$ cat src/rtl/fetch_pkg.sv
// Shared definitions for the instruction fetch unit.
//   state_t          : fetch FSM states (IDLE, WAIT, DRAIN)
//   NOP              : canonical no-op encoding (addi x0, x0, 0)
//   DEFAULT_RESET_PC : default first fetch address after reset
//   PC_INC           : byte distance between sequential instruction words
package fetch_pkg;

    typedef enum logic [1:0] {
        IDLE  = 2'd0,
        WAIT  = 2'd1,
        DRAIN = 2'd2
    } state_t;

    localparam logic [31:0] NOP              = 32'h0000_0013;
    localparam logic [31:0] DEFAULT_RESET_PC = 32'h0000_0000;
    localparam logic [31:0] PC_INC           = 32'd4;

endpackage

$ cat src/rtl/instr_fetch_unit_if.sv
// Bus bundle between the fetch unit, instruction memory and the datapath.
//   imem_req / imem_addr       : read request toward instruction memory
//   imem_ack / imem_rdata      : read completion and returned word
//   instr_valid / instr /
//   instr_pc / instr_ready     : instruction stream toward the datapath
// master: the fetch unit side.  slave: memory + datapath side.
interface instr_fetch_unit_if;

    logic        imem_req;
    logic [31:0] imem_addr;
    logic        imem_ack;
    logic [31:0] imem_rdata;
    logic        instr_valid;
    logic [31:0] instr;
    logic [31:0] instr_pc;
    logic        instr_ready;

    modport master (
        output imem_req,
        output imem_addr,
        input  imem_ack,
        input  imem_rdata,
        output instr_valid,
        output instr,
        output instr_pc,
        input  instr_ready
    );

    modport slave (
        input  imem_req,
        input  imem_addr,
        output imem_ack,
        output imem_rdata,
        input  instr_valid,
        input  instr,
        input  instr_pc,
        output instr_ready
    );

endinterface

$ cat src/rtl/fetch_fifo.sv
// Synchronous prefetch FIFO of DEPTH entries, each DATA_W bits wide.
//   clk, reset : clock and synchronous active-high reset
//   flush      : empties the FIFO; overrides push and pop in the same cycle
//   push       : write push_data at the tail
//   pop        : retire the head entry
//   push_data  : entry to write
//   head_data  : entry at the head (registered storage, no bypass)
//   count      : number of occupied entries, 0..DEPTH
module fetch_fifo #(
    parameter int DEPTH  = 4,
    parameter int DATA_W = 64
) (
    input  logic                       clk,
    input  logic                       reset,
    input  logic                       flush,
    input  logic                       push,
    input  logic                       pop,
    input  logic [DATA_W-1:0]          push_data,
    output logic [DATA_W-1:0]          head_data,
    output logic [$clog2(DEPTH):0]     count
);

    localparam int AW = $clog2(DEPTH);
    localparam int CW = AW + 1;
    localparam logic [CW-1:0] DEPTH_C = CW'(DEPTH);

    logic [DATA_W-1:0] mem [DEPTH];
    logic [AW-1:0]     wr_ptr;
    logic [AW-1:0]     rd_ptr;

    // Pointers wrap naturally because DEPTH is a power of two.
    always_ff @(posedge clk) begin
        if (reset || flush) begin
            wr_ptr <= '0;
            rd_ptr <= '0;
            count  <= '0;
        end else begin
            if (push) wr_ptr <= wr_ptr + 1'b1;
            if (pop)  rd_ptr <= rd_ptr + 1'b1;
            case ({push, pop})
                2'b10:   count <= count + 1'b1;
                2'b01:   count <= count - 1'b1;
                default: count <= count;
            endcase
        end
    end

    // Storage carries data only and is never reset; validity lives in count.
    always_ff @(posedge clk) begin
        if (push && !flush) mem[wr_ptr] <= push_data;
    end

    assign head_data = mem[rd_ptr];

    push_when_full : assert property (@(posedge clk) disable iff (reset || flush)
        !(push && !pop && (count == DEPTH_C)));

endmodule

$ cat src/rtl/instr_fetch_unit.sv
// Fetch stage: owns the fetch PC, issues one-at-a-time word reads to
// instruction memory, buffers returned words in a prefetch FIFO and hands
// {instr, instr_pc} to the datapath with valid/ready.
//   clk, reset  : clock and synchronous active-high reset
//   bus         : master side of instr_fetch_unit_if (imem req/ack and
//                 instruction stream)
//   redirect    : one-cycle pulse; flush and restart fetch at redirect_pc
//   redirect_pc : new fetch address, low two bits ignored
module instr_fetch_unit
    import fetch_pkg::*;
#(
    parameter int          DEPTH    = 4,
    parameter logic [31:0] RESET_PC = DEFAULT_RESET_PC
) (
    input  logic                      clk,
    input  logic                      reset,
    instr_fetch_unit_if.master        bus,
    input  logic                      redirect,
    input  logic [31:0]               redirect_pc
);

    localparam int CW = $clog2(DEPTH) + 1;
    localparam logic [CW-1:0] DEPTH_C = CW'(DEPTH);
    localparam logic [CW-1:0] LAST_C  = CW'(DEPTH - 1);

    state_t        state;
    logic [31:0]   fpc;
    logic [31:0]   target_pc;
    logic [31:0]   next_pc;
    logic          ack;
    logic          push;
    logic          pop;
    logic [CW-1:0] count;
    logic [63:0]   head;
    logic          unused_pc_bits;

    assign target_pc      = {redirect_pc[31:2], 2'b00};
    assign unused_pc_bits = ^redirect_pc[1:0];
    assign next_pc        = fpc + PC_INC;

    // The ack only counts while a request is actually on the bus, so a
    // late ack after reset or before issue is ignored.
    assign ack  = bus.imem_req & bus.imem_ack;
    assign push = (state == WAIT) & ack & ~redirect;
    assign pop  = bus.instr_valid & bus.instr_ready & ~redirect;

    fetch_fifo #(
        .DEPTH  (DEPTH),
        .DATA_W (64)
    ) u_fifo (
        .clk       (clk),
        .reset     (reset),
        .flush     (redirect),
        .push      (push),
        .pop       (pop),
        .push_data ({fpc, bus.imem_rdata}),
        .head_data (head),
        .count     (count)
    );

    // Outputs read back as zero when the FIFO is empty, which also covers
    // the never-reset storage right after reset.
    assign bus.instr_valid = (count != '0);
    assign bus.instr       = bus.instr_valid ? head[31:0]  : 32'h0;
    assign bus.instr_pc    = bus.instr_valid ? head[63:32] : 32'h0;

    always_ff @(posedge clk) begin
        if (reset) begin
            state         <= IDLE;
            fpc           <= RESET_PC;
            bus.imem_req  <= 1'b0;
            bus.imem_addr <= RESET_PC;
        end else begin
            case (state)
                IDLE: begin
                    if (redirect) begin
                        fpc <= target_pc;
                    end else if (count < DEPTH_C) begin
                        bus.imem_req  <= 1'b1;
                        bus.imem_addr <= fpc;
                        state         <= WAIT;
                    end
                end
                WAIT, DRAIN: begin
                    if (redirect) begin
                        fpc <= target_pc;
                        if (ack) begin
                            // Acked word is dropped; restart immediately.
                            bus.imem_addr <= target_pc;
                            state         <= WAIT;
                        end else begin
                            // Request cannot be withdrawn; hold it and
                            // discard its data when it completes.
                            state <= DRAIN;
                        end
                    end else if (ack) begin
                        if (state == DRAIN) begin
                            bus.imem_addr <= fpc;
                            state         <= WAIT;
                        end else begin
                            fpc <= next_pc;
                            // Registered count plus this push must leave room.
                            if (count < LAST_C) begin
                                bus.imem_addr <= next_pc;
                            end else begin
                                bus.imem_req <= 1'b0;
                                state        <= IDLE;
                            end
                        end
                    end
                end
                default: begin
                    state        <= IDLE;
                    bus.imem_req <= 1'b0;
                end
            endcase
        end
    end

endmodule

$ cat src/flat_wrapper.sv
// flat-port wrapper written by rule: the top's interface ports become plain ports
module instr_fetch_unit_flat import fetch_pkg::*;
#(
    parameter int          DEPTH    = 4,
    parameter logic [31:0] RESET_PC = DEFAULT_RESET_PC
)
  (clk, reset, redirect, redirect_pc, bus_imem_req, bus_imem_addr, bus_imem_ack, bus_imem_rdata, bus_instr_valid, bus_instr, bus_instr_pc, bus_instr_ready);
  instr_fetch_unit_if bus_i ();
  input  logic clk;
  input  logic reset;
  input  logic redirect;
  input  logic [31:0] redirect_pc;
  output wire logic [$bits(bus_i.imem_req)-1:0] bus_imem_req;
  output wire logic [$bits(bus_i.imem_addr)-1:0] bus_imem_addr;
  input wire logic [$bits(bus_i.imem_ack)-1:0] bus_imem_ack;
  input wire logic [$bits(bus_i.imem_rdata)-1:0] bus_imem_rdata;
  output wire logic [$bits(bus_i.instr_valid)-1:0] bus_instr_valid;
  output wire logic [$bits(bus_i.instr)-1:0] bus_instr;
  output wire logic [$bits(bus_i.instr_pc)-1:0] bus_instr_pc;
  input wire logic [$bits(bus_i.instr_ready)-1:0] bus_instr_ready;
  assign bus_imem_req = bus_i.imem_req;
  assign bus_imem_addr = bus_i.imem_addr;
  assign bus_i.imem_ack = bus_imem_ack;
  assign bus_i.imem_rdata = bus_imem_rdata;
  assign bus_instr_valid = bus_i.instr_valid;
  assign bus_instr = bus_i.instr;
  assign bus_instr_pc = bus_i.instr_pc;
  assign bus_i.instr_ready = bus_instr_ready;
  instr_fetch_unit #(.DEPTH(DEPTH), .RESET_PC(RESET_PC)) u_core (.clk(clk), .reset(reset), .bus(bus_i), .redirect(redirect), .redirect_pc(redirect_pc));
endmodule
$ cat config.mk
export PLATFORM = sky130hd
export DESIGN_NAME = instr_fetch_unit_flat
export DESIGN_NICKNAME = d
export VERILOG_FILES = /design/src/rtl/fetch_pkg.sv /design/src/rtl/instr_fetch_unit_if.sv /design/src/rtl/fetch_fifo.sv /design/src/rtl/instr_fetch_unit.sv /design/src/flat_wrapper.sv
export SDC_FILE = /design/constraint.sdc
export NUM_CORES = 1
export LEC_CHECK = 0
export ABC_AREA = 1
export BUFFER_PORTS_ARGS = -buffer_cell sky130_fd_sc_hd__buf_2
export CAP_MARGIN = 5
export CORE_MARGIN = 1
export CORE_UTILIZATION = 40
export CTS_CLUSTER_SIZE = 8
export DETAILED_ROUTE_END_ITERATION = 12
export GPL_ROUTABILITY_DRIVEN = 0
export PLACE_DENSITY = 0.71
export REMOVE_ABC_BUFFERS = 1
export SLEW_MARGIN = 20
export SYNTH_ARGS = -nofsm -noshare
export SYNTH_HDL_FRONTEND = slang
export SYNTH_SLANG_ARGS = --single-unit
$ cat constraint.sdc
create_clock -name clk -period 4 [get_ports clk]
set_input_delay 0.4 -clock clk [delete_from_list [all_inputs] [get_ports clk]]
set_output_delay 0.4 -clock clk [all_outputs]
set_load 0.02 [all_outputs]
# After elaboration in Yosys (flattened, before gate mapping)
# Memory sizes are Yosys's and may differ from the RTL's. A register that Yosys moved wholly into a read port is not among the register bits.
# Cells that the tools add are included.
[op_classes]
add_sub_neg = 5
eq_ne = 15
order_cmp = 2
bitwise = 6
n_reduce_logical = 12
n_mux = 35
[op_table]
columns = ["op", "count"]
rows = [
  ["32-bit 2-to-1 mux", 13],
  ["32-bit case mux with 2 select lines", 2],
  ["32-bit by 3-bit adder with 32-bit output, second input constant", 1],
  ["2-bit 2-to-1 mux", 9],
  ["2-bit != test, second input constant", 5],
  ["1-bit 2-to-1 mux", 8],
  ["4-bit AND reduction", 2],
  ["3-bit case mux with 2 select lines", 1],
  ["6-bit AND reduction", 1],
  ["1-bit AND", 5],
  ["5-bit AND reduction", 1],
  ["2-bit by 1-bit adder with 2-bit output, second input constant", 2],
  ["2-bit by 1-bit == test with 1-bit output, second input constant", 2],
  ["2-bit == test, second input constant", 2],
  ["2-bit by 1-bit != test with 1-bit output, second input constant", 2],
  ["4-bit by 2-bit != test with 1-bit output, second input constant", 1],
  ["4-bit by 3-bit != test with 1-bit output, second input constant", 1],
  ["2-bit case mux with 2 select lines", 1],
  ["2-bit nonzero test", 2],
  ["3-bit by 1-bit adder with 3-bit output, second input constant", 1],
  ["3-bit by 2-bit < comparator with 1-bit output, second input constant", 1],
  ["3-bit < comparator, second input constant", 1],
  ["3-bit by 2-bit != test with 1-bit output, second input constant", 1],
  ["3-bit != test, second input constant", 1],
  ["9 further kinds", 9],
]
[word_totals]
mem_count = 1
ramBits = 256
register_bits = 74
inputBits = 69
[memory_table]
columns = ["memory", "words", "word_bits", "read_ports", "rd_clocked_by_memory_dff", "write_ports", "line_no", "rtl"]
rows = [
  ["u_core.u_fifo.mem", 4, 64, 1, 1, 1, "fetch_fifo.sv:27", "logic [DATA_W-1:0] mem [DEPTH];"],
]

# Logic depth before layout (Yosys ltp)
# Gate-level depths: netlist of the first run.
[depth]
ltp_word = 6
mapped_depth = 12
ltp_nobuf = 12

# Hierarchy
# A second synthesis of the first run with hierarchy kept.
[hier_totals]
cells_unflattened = 1488
area_unflattened_um2 = 14694.1
[by_module_without_submodules]
columns = ["module", "area_each_um2", "instances", "cells_each"]
rows = [
  ["fetch_fifo", 9935.8, 1, 676],
  ["instr_fetch_unit", 4758.3, 1, 812],
]

# Worst setup path before layout of the first run
# OpenSTA, ideal clock, no wires.
[synth_timing]
path_type = "flip-flop to flip-flop"
from = "register u_core.bus.imem_req"
to = "memory u_core.u_fifo.mem[0][0] (enable)"
setup_ns = 0.482
arrival_time_ns = 3.506
n_path_buf = 0
path_slack_ns = 0.011
period_less_slack_ns = 3.989
path_stages_with_launch = 5
required_ns = 3.518
path_cell_list = "dfxtp_1 -> nand2_1 -> nor2_1 -> nand2_1 -> nor2_1"
[synth_via]
elab_chain_cells = 6
[synth_rtl]
columns = ["item", "line_no", "rtl"]
rows = [
  ["start, declared", "instr_fetch_unit_if.sv:19", "output imem_req,"],
  ["start signal, assigned", "instr_fetch_unit.sv:71", "bus.imem_req <= 1'b0;"],
  ["start signal, assigned", "instr_fetch_unit.sv:79", "bus.imem_req <= 1'b1;"],
  ["start signal, assigned", "instr_fetch_unit.sv:106", "bus.imem_req <= 1'b0;"],
  ["1-bit AND", "instr_fetch_unit.sv:43", "assign ack = bus.imem_req & bus.imem_ack;"],
  ["1-bit AND (2 in series)", "instr_fetch_unit.sv:44", "assign push = (state == WAIT) & ack & ~redirect;"],
  ["1-bit logical AND", "fetch_fifo.sv:50", "if (push && !flush) mem[wr_ptr] <= push_data;"],
  ["1-bit 2-to-1 mux", "fetch_fifo.sv:50", ""],
  ["1-bit 2-to-1 mux (not written as such)", "fetch_fifo.sv:50", ""],
  ["end, declared", "fetch_fifo.sv:27", ""],
]
# Every way passes these cells.

==> results summary, run 1 <==
By instance count, the leading cell after synthesis is nor2_1. The endpoint arrival time on the critical path came out at 2.96 ns. The number of antenna cells inserted is 0.

After detailed routing, the average wire length per cell comes to 17.1 um. In this run the standard cell core region covers 34500 um^2. Setup violations remaining at the end of the flow were counted as 0.

Setup repair after global routing left no endpoint under its margin. The final count of hold timing violations came out at 0. Once the clock tree was built, the resizer swapped 0 gates to a different size. TritonCTS built the clock tree. The commonest cells after synthesis are nor2_1 (336), edfxtp_1 (248), o21ai_0 (223). The area fraction of the dominant cell type after synthesis is 53.1%.

The worst path buffer plus inverter count is 3. The global-route total usage across every layer is 19.8%. Wires add up to 35600 um. The signal on the critical path passes through buf_4 -> buf_4 -> nor2_1 -> nor2_1 -> o21ai_0 -> a21oi_1 -> buf_2. The via count came out at 10736. In this run the worst path has a maximum fanout of 75. Summed over all instances, the cell type with the most area after synthesis is edfxtp_1. The static leakage power came out at 6.25 nW. The clock passes through at most 3 buffers. The critical path required time came out at 3.60 ns. The number of buffers added by the clock tree synthesis step is 46. The vertical die dimension came out at 189 um. The later-pin clock latency in the skew report is 0.54 ns. The share of the clock period used by the worst path after layout came out at 83.9%.

By area the synthesized netlist is led by edfxtp_1 (53%), dfxtp_1 (10%), nor2_1 (9.0%). STA classifies the critical path endpoint as an output port. The via count of the first global-routing pass came out at 10275. The worst hold slack is 0.0823 ns. Among all flip-flop cells after synthesis, the most frequent one is edfxtp_1. Entering global routing, the biggest net connects 76 pins. The post-CTS setup buffer count is 0. Summed over all layers, the global routing overflow is 0. The routed via count divided by cell count came out at 5.17.

Of all flip-flops after synthesis, the portion carrying an async set or reset was 0%. The floorplan row count came out at 68. The detailed placer's ending HPWL came out at 21000 um.

After the flow finishes, the layout carries non-filler instances totaling 2078. The run finished with clean final reports. The critical path is of the flip-flop to output port type.

The CTS clock-pin slew for the worst setup and hold paths is 0.05 ns. For the pin with the worst max-slew slack, the measured transition is 1.03 ns. The count of routing violations after the opening detailed-route iteration came out at 818. In this design, the largest share of critical-path delay is due to buffers and inverters. The clock tree skew after final layout is 0.0222 ns.

The count of flip-flops with a built-in enable after synthesis is 248. The setup slack at placement came out at 1.16 ns. The number of buffer cells added on primary ports came out at 162. The relative slew slack came out at 31.6%. For this design, the slowest cell found on the critical path is buf_4.

The final max-slew violation count was 0. The initial antenna violation count came out at 0. The total number of H-tree levels came out at 2.

IR analysis of the VDD net gives a maximum drop of 0.574 mV. The post-synthesis cell count is 1458. STA classifies the critical path startpoint as a flip-flop. The die is 189 um wide. The die area came out at 35800 um^2.

In this run the count of I/O pins placed on the die edge is 167. The placed instance area came out at 15300 um^2. At the end of the flow, the number of nets in the layout was 1687. The post-synthesis sequential element count came out at 321.

The post-synthesis average cell area came out at 9.61 um^2. The final design area excluding fillers is 16500 um^2. The quantity of hold-fixing buffers added after cts is 0. The layout overhead on the synthesized area is 18.0%.

The netlist uses 32 different library cells. The number of synthesis warnings is 0. The remaining antenna violation count after routing is 0.

The total of fill cells in the finished design came out at 3163. The delay contributed by the slowest stage of the critical path is 0.63 ns. The clock tree root buffer cell is clkbuf_16. The remaining design rule violation count came out at 0.

Across all setup checks in the final design, the least slack found is 0.645 ns. The number of placed instances with taps included is 2014. The shortest clock period the worst path allows after layout came out at 3.36 ns.

The first detailed-routing pass ran for 5 iterations. The tool flagged a number of max-cap violations equal to 0. In this run the power density over the cells is 598 nW/um^2. Clock tree synthesis found a total of 321 sinks. The sequential element share of the synthesized area came out at 63.6%. The initial core utilization is 40.6%. The fmax came out at 0.298 GHz.

The global-route wire length before repair came out at 55300 um. The share of layout cells above drive strength 1 is 15.7%. Summing every instance area after synthesis gives 14000 um^2. In this run the worst hold path is classified as primary input to flip-flop.
state kept, by name, indices dropped and copies added (netlist names), named ones only:
| signal | cells |
|---|---|
| u_core.u_fifo.mem | 248 |
| u_core.bus.imem_addr | 31 |
| u_core.fpc | 30 |
| u_core.u_fifo.count | 3 |
| u_core.state | 2 |
| u_core.u_fifo.rd_ptr | 2 |
| u_core.u_fifo.wr_ptr | 2 |
| u_core.bus.imem_req | 1 |
worst paths after layout:
check | startpoint | to | slack, ns | cells past startpoint
worst max-delay path | flip-flop | bus_instr_pc[18] | 0.64 | 7
worst min-delay path | bus_imem_rdata[18] | u_core.u_fifo.mem[3][18]$_DFFE_PP_ | 0.08 | 1
worst max register to register | u_core.state[0]$_SDFFE_PP0P_ | u_core.fpc[6]$_SDFFE_PP0P_ | 1.10 | 9
worst min register to register | u_core.bus.imem_req$_SDFFE_PP0P_ | u_core.bus.imem_req$_SDFFE_PP0P_ | 0.47 | 2
power breakdown:
part,internal (mW),switching (mW)
combinational,0.608,1.33
sequential,4.05,0.494
clock,2.10,1.31
cell families after synthesis:
group | after synthesis | share of synthesized area [%]
other | 1 | 0.0268
flip-flops | 321 | 63.6
buffers and inverters | 144 | 4.33
multiplexers | 3 | 0.223
AND/OR/NAND/NOR | 586 | 16.5
adder cells (fa/ha/maj) | 11 | 1.04
XOR/XNOR | 10 | 0.625
AO/OA/AOI/OAI | 382 | 13.7
cell usage in the layout, fill, tap and decap left out, types with 2 or more instances in the layout:
cell and n:
buf_2 162, nor2_4 8, edfxtp_1 248, nand2_2 3, nor2_1 332, clkbuf_1 15
nand3_1 41, inv_1 57, o21ai_0 223, and2_1 2, clkbuf_16 47, inv_2 5
mux2i_1 2, conb_1 2, nand2_1 194, nor2_2 2, xor2_1 10, buf_12 6
dfxtp_1 71, ha_1 10, a21oi_1 156, buf_4 13
final cells by class:
class | count | area (um^2) | area share (%)
flip-flops and latches | 321 | 8910 | 53.9
multi-input cells | 994 | 4540 | 27.5
clock buffers | 62 | 1230 | 7.45
repair buffers | 181 | 1030 | 6.22
well taps | 455 | 569 | 3.44
inverters | 63 | 238 | 1.44
clock inverters | 2 | 17.5 | 0.106
metal layers:
metal	vias to the layer above	GRT usage [%]	share of wire, %
li1	5260	-	-
met1	5015	26.8	44
met2	395	32.6	46
met3	66	3.56	7.6
met4	0	5.68	2.5
met5	-	0	0
stage by stage:
step	total power [mW]	utilization, %	setup TNS (ns)
global route	10.4	47.9	0
floorplan	5.68	-	-29.60
global placement	6.44	44.3	0
detailed placement	6.48	44.3	0
finish	9.90	47.9	0
CTS	9.92	47.9	0
(Power assumes the default switching activity.)
==> run 2, diff against run 1 <==
Settings changed: ABC_AREA 1 to 0.
Clock period 4 ns to 3 ns, I/O delays scaled along.
==> results summary, run 2 <==
The final standard cell count with taps included and fillers excluded is 1733. The setup violation total in the final timing report is 0. The width of the die is 190 um.

The part of the power in combinational logic is 18.9%. The power consumption is 12.7 mW. The signal on the critical path passes through buf_12 -> mux4_2 -> nor2b_1 -> buf_2. The cell-internal power is 8.98 mW.

The post-synthesis cell count is 1028. The worst register-to-register path has a depth of 6. Leaving out fill and tap cells, the most frequent cell in the layout is edfxtp_1. Sorting the synthesized cells by area gives the leading types as edfxtp_1 (53%), dfxtp_1 (10%), mux4_2 (9.9%).

The library cell occupying the most area in the post-synthesis netlist is edfxtp_1. The slowest stage of the critical path is the mux4_2 cell. Wires add up to 35700 um. The floorplan has 68 rows. The cell area after synthesis came out at 14100 um^2. The fraction of registers with async set/reset is 0%.

The clock reaches the later pin of the worst-skew pair after 0.54 ns. During I/O placement, the number of pins put on the boundary was 167. The delay contributed by the slowest stage of the critical path is 0.56 ns. In this run the worst hold path is classified as primary input to flip-flop. Sequential cells burn 43.7% of the power.

The net switching share of the total power is 29.3%. The overflow left after global routing is 0. The count of routing violations after the opening detailed-route iteration is 1037. The remaining antenna violation count after routing is 0. The final count of hold timing violations is 0. The clock tree skew after final layout is 0.0135 ns. The total area inside the core boundary comes to 34600 um^2.

In this run, synthesis produced a sequential element count of 321. Clock tree synthesis selected as its root buffer the cell clkbuf_16. The number of iterations in the first detailed-routing pass is 6.

Data arrives at the worst endpoint at 2.31 ns. Yosys printed 0 warnings. In this run, distinct cell masters in the synthesized netlist total 76. The area fraction of the dominant cell type after synthesis came out at 52.6%.

The type of element launching the critical path is a flip-flop. The cell depth of the worst hold path came out at 3. After layout, the worst path uses 87.1% of the clock period.

The detailed placer's ending HPWL is 22500 um. The run finished with clean final reports. Setup repair after global routing left no endpoint under its margin. The floorplan step set the die height to 190 um.

The maximum fanout encountered on the critical timing path is 62. The global-route wire length before repair is 54200 um. Hold is met by 0.0528 ns.

The smallest clock period supported by the final layout is computed as 2.61 ns. The maximum ir drop on the vdd rail is 0.458 mV. Dividing total power by cell area gives a power density of 735 nW/um^2. The critical setup path kind is flip-flop to output port. Timing would allow up to 0.383 GHz. The clock passes through at most 3 buffers. The worst setup path is captured at an output port. The number of buffers added by the clock tree synthesis step came out at 46.

For this run, the leading register cell type out of synthesis is edfxtp_1. The layout overhead on the synthesized area is 22.2%. The relative slew slack came out at 45.9%. The share of layout cells above drive strength 1 is 27.5%.

For this run, design rule violations remaining after detail routing come to 0. The register with the most flip-flops in the layout has 248 of them. Once the floorplan was initialized, standard cells occupied 40.9% of the core. A synthesized cell averages 13.8 um^2. The tree built by TritonCTS fans out to 321 sinks.

The largest registers in the layout are u_core.u_fifo.mem x248, u_core.bus.imem_addr x31, u_core.fpc x30. In this run the tool buffered the top-level ports with 162 buffer cells. Max-cap violations in this run came to 0.

The register with the most flip-flops in the final layout is u_core.u_fifo.mem. The sequential element share of the synthesized area came out at 63.0%. The clock network is responsible for 37.4% of the overall power.

The static leakage power is 6.05 nW. The wire length per cell came out at 20.6 um. The final net count is 1321. In the synthesized netlist, the cells that appear most often are edfxtp_1 (248), nor2_1 (82), dfxtp_1 (73). The CTS clock-pin slew for the worst setup and hold paths is 0.05 ns. The TritonCTS clock tree is done.

The library cells used most frequently in the layout, excluding fill and tap cells, are edfxtp_1 (248), buf_2 (162), nor2_1 (82), dfxtp_1 (71), nor2b_1 (65). The post-CTS setup buffer count came out at 0. For the pin with the worst max-slew slack, the measured transition is 0.811 ns. The net load switching power came out at 3.73 mW.

In the global route stage, overall resource usage came out at 19.7%. The critical path required time is 2.70 ns. The routed via count divided by cell count came out at 5.57.

The count of flip-flops with a built-in enable after synthesis came out at 248. The initial antenna violation count is 4. The total number of H-tree levels came out at 2. Once placement completed, the tool counted placed cells totaling 1616.

The die area is 36100 um^2. Yosys instantiated no cell more often than edfxtp_1. The final max-slew violation count came out at 0.

Entering global routing, the biggest net connects 64 pins. The via count of the first global-routing pass came to 9379. The via count is 9645.
run 2: final cells by class:
class | count | area (um^2)
clock inverters | 3 | 37.5
fillers | 2928 | 17300
well taps | 455 | 569
repair buffers | 244 | 1630
flip-flops and latches | 321 | 8920
clock buffers | 81 | 1300
multi-input cells | 606 | 4740
diodes | 1 | 2.50
inverters | 22 | 82.6
run 2: worst paths after layout:
path	end	slack (ns)	from
worst max-delay path	bus_instr_pc[12]	0.39	flip-flop
worst min-delay path	u_core.fpc[29]$_SDFFE_PP0P_	0.05	redirect_pc[29]
worst max register to register	u_core.bus.imem_addr[26]$_SDFFE_PP0P_	0.39	u_core.fpc[3]$_SDFFE_PP0P_
worst min register to register	u_core.bus.imem_addr[8]$_SDFFE_PP0P_	0.46	u_core.bus.imem_addr[8]$_SDFFE_PP0P_
run 2: power by group through the flow:
stage | clock, mW | combinational (mW) | sequential, mW
after floorplan | 0 | 1.22 | 5.71
after global placement | 0 | 2.30 | 5.61
after detailed placement | 0 | 2.33 | 5.63
after CTS | 4.85 | 2.38 | 5.55
after global routing | 5.02 | 2.61 | 5.60
final | 4.75 | 2.40 | 5.56
run 2: routing by layer:
layer / track usage (%) / routed length, um / vias to the layer above
met1: 25.7 / 14800 / 4781
li1: - / - / 4412
met3: 4.61 / 2760 / 73
met2: 32.1 / 17100 / 371
met5: 0 / 49 / -
met4: 6.95 / 1050 / 8
run 2: stage by stage:
step	util (%)	worst slack, ns	TNS, ns	cell area [um^2]
finish	49.9	0.386	0	17300
global route	49.9	0.256	0	17300
CTS	49.9	0.334	0	17300
detailed placement	45.1	0.429	0	15600
global placement	45.1	0.496	0	15600
floorplan	-	-2.12	-101.72	13700
run 2: cells by family after synthesis:
logic type                 count (synthesis)  synth area share (%)
DFF                                      321                  63.0
adders and majority gates                 11                  1.03
muxes                                     67                  10.2
other                                      1                0.0265
and+or+nand+nor                          314                  11.6
xor gates and xnor gates                  11                 0.681
buffers and inverters                    102                  3.79
AOI/OAI and AO/OA                        201                  9.71
run 2: worst max-delay path: cells and delay by family, from the launching register on:
| family | cells | cell delay (ns) |
|---|---|---|
| buffers and inverters | 2 | 0.64 |
| DFF | 1 | 0.34 |
| muxes | 1 | 0.56 |
| and+or+nand+nor | 1 | 0.18 |
run 2: repair_timing:
item | 4_1_cts | 5_1_grt
setup endpoints to repair | 0 | 0
gates resized for setup | 0 | 0
endpoints found under the hold margin | 128 | 0
hold buffers | 32 | 0
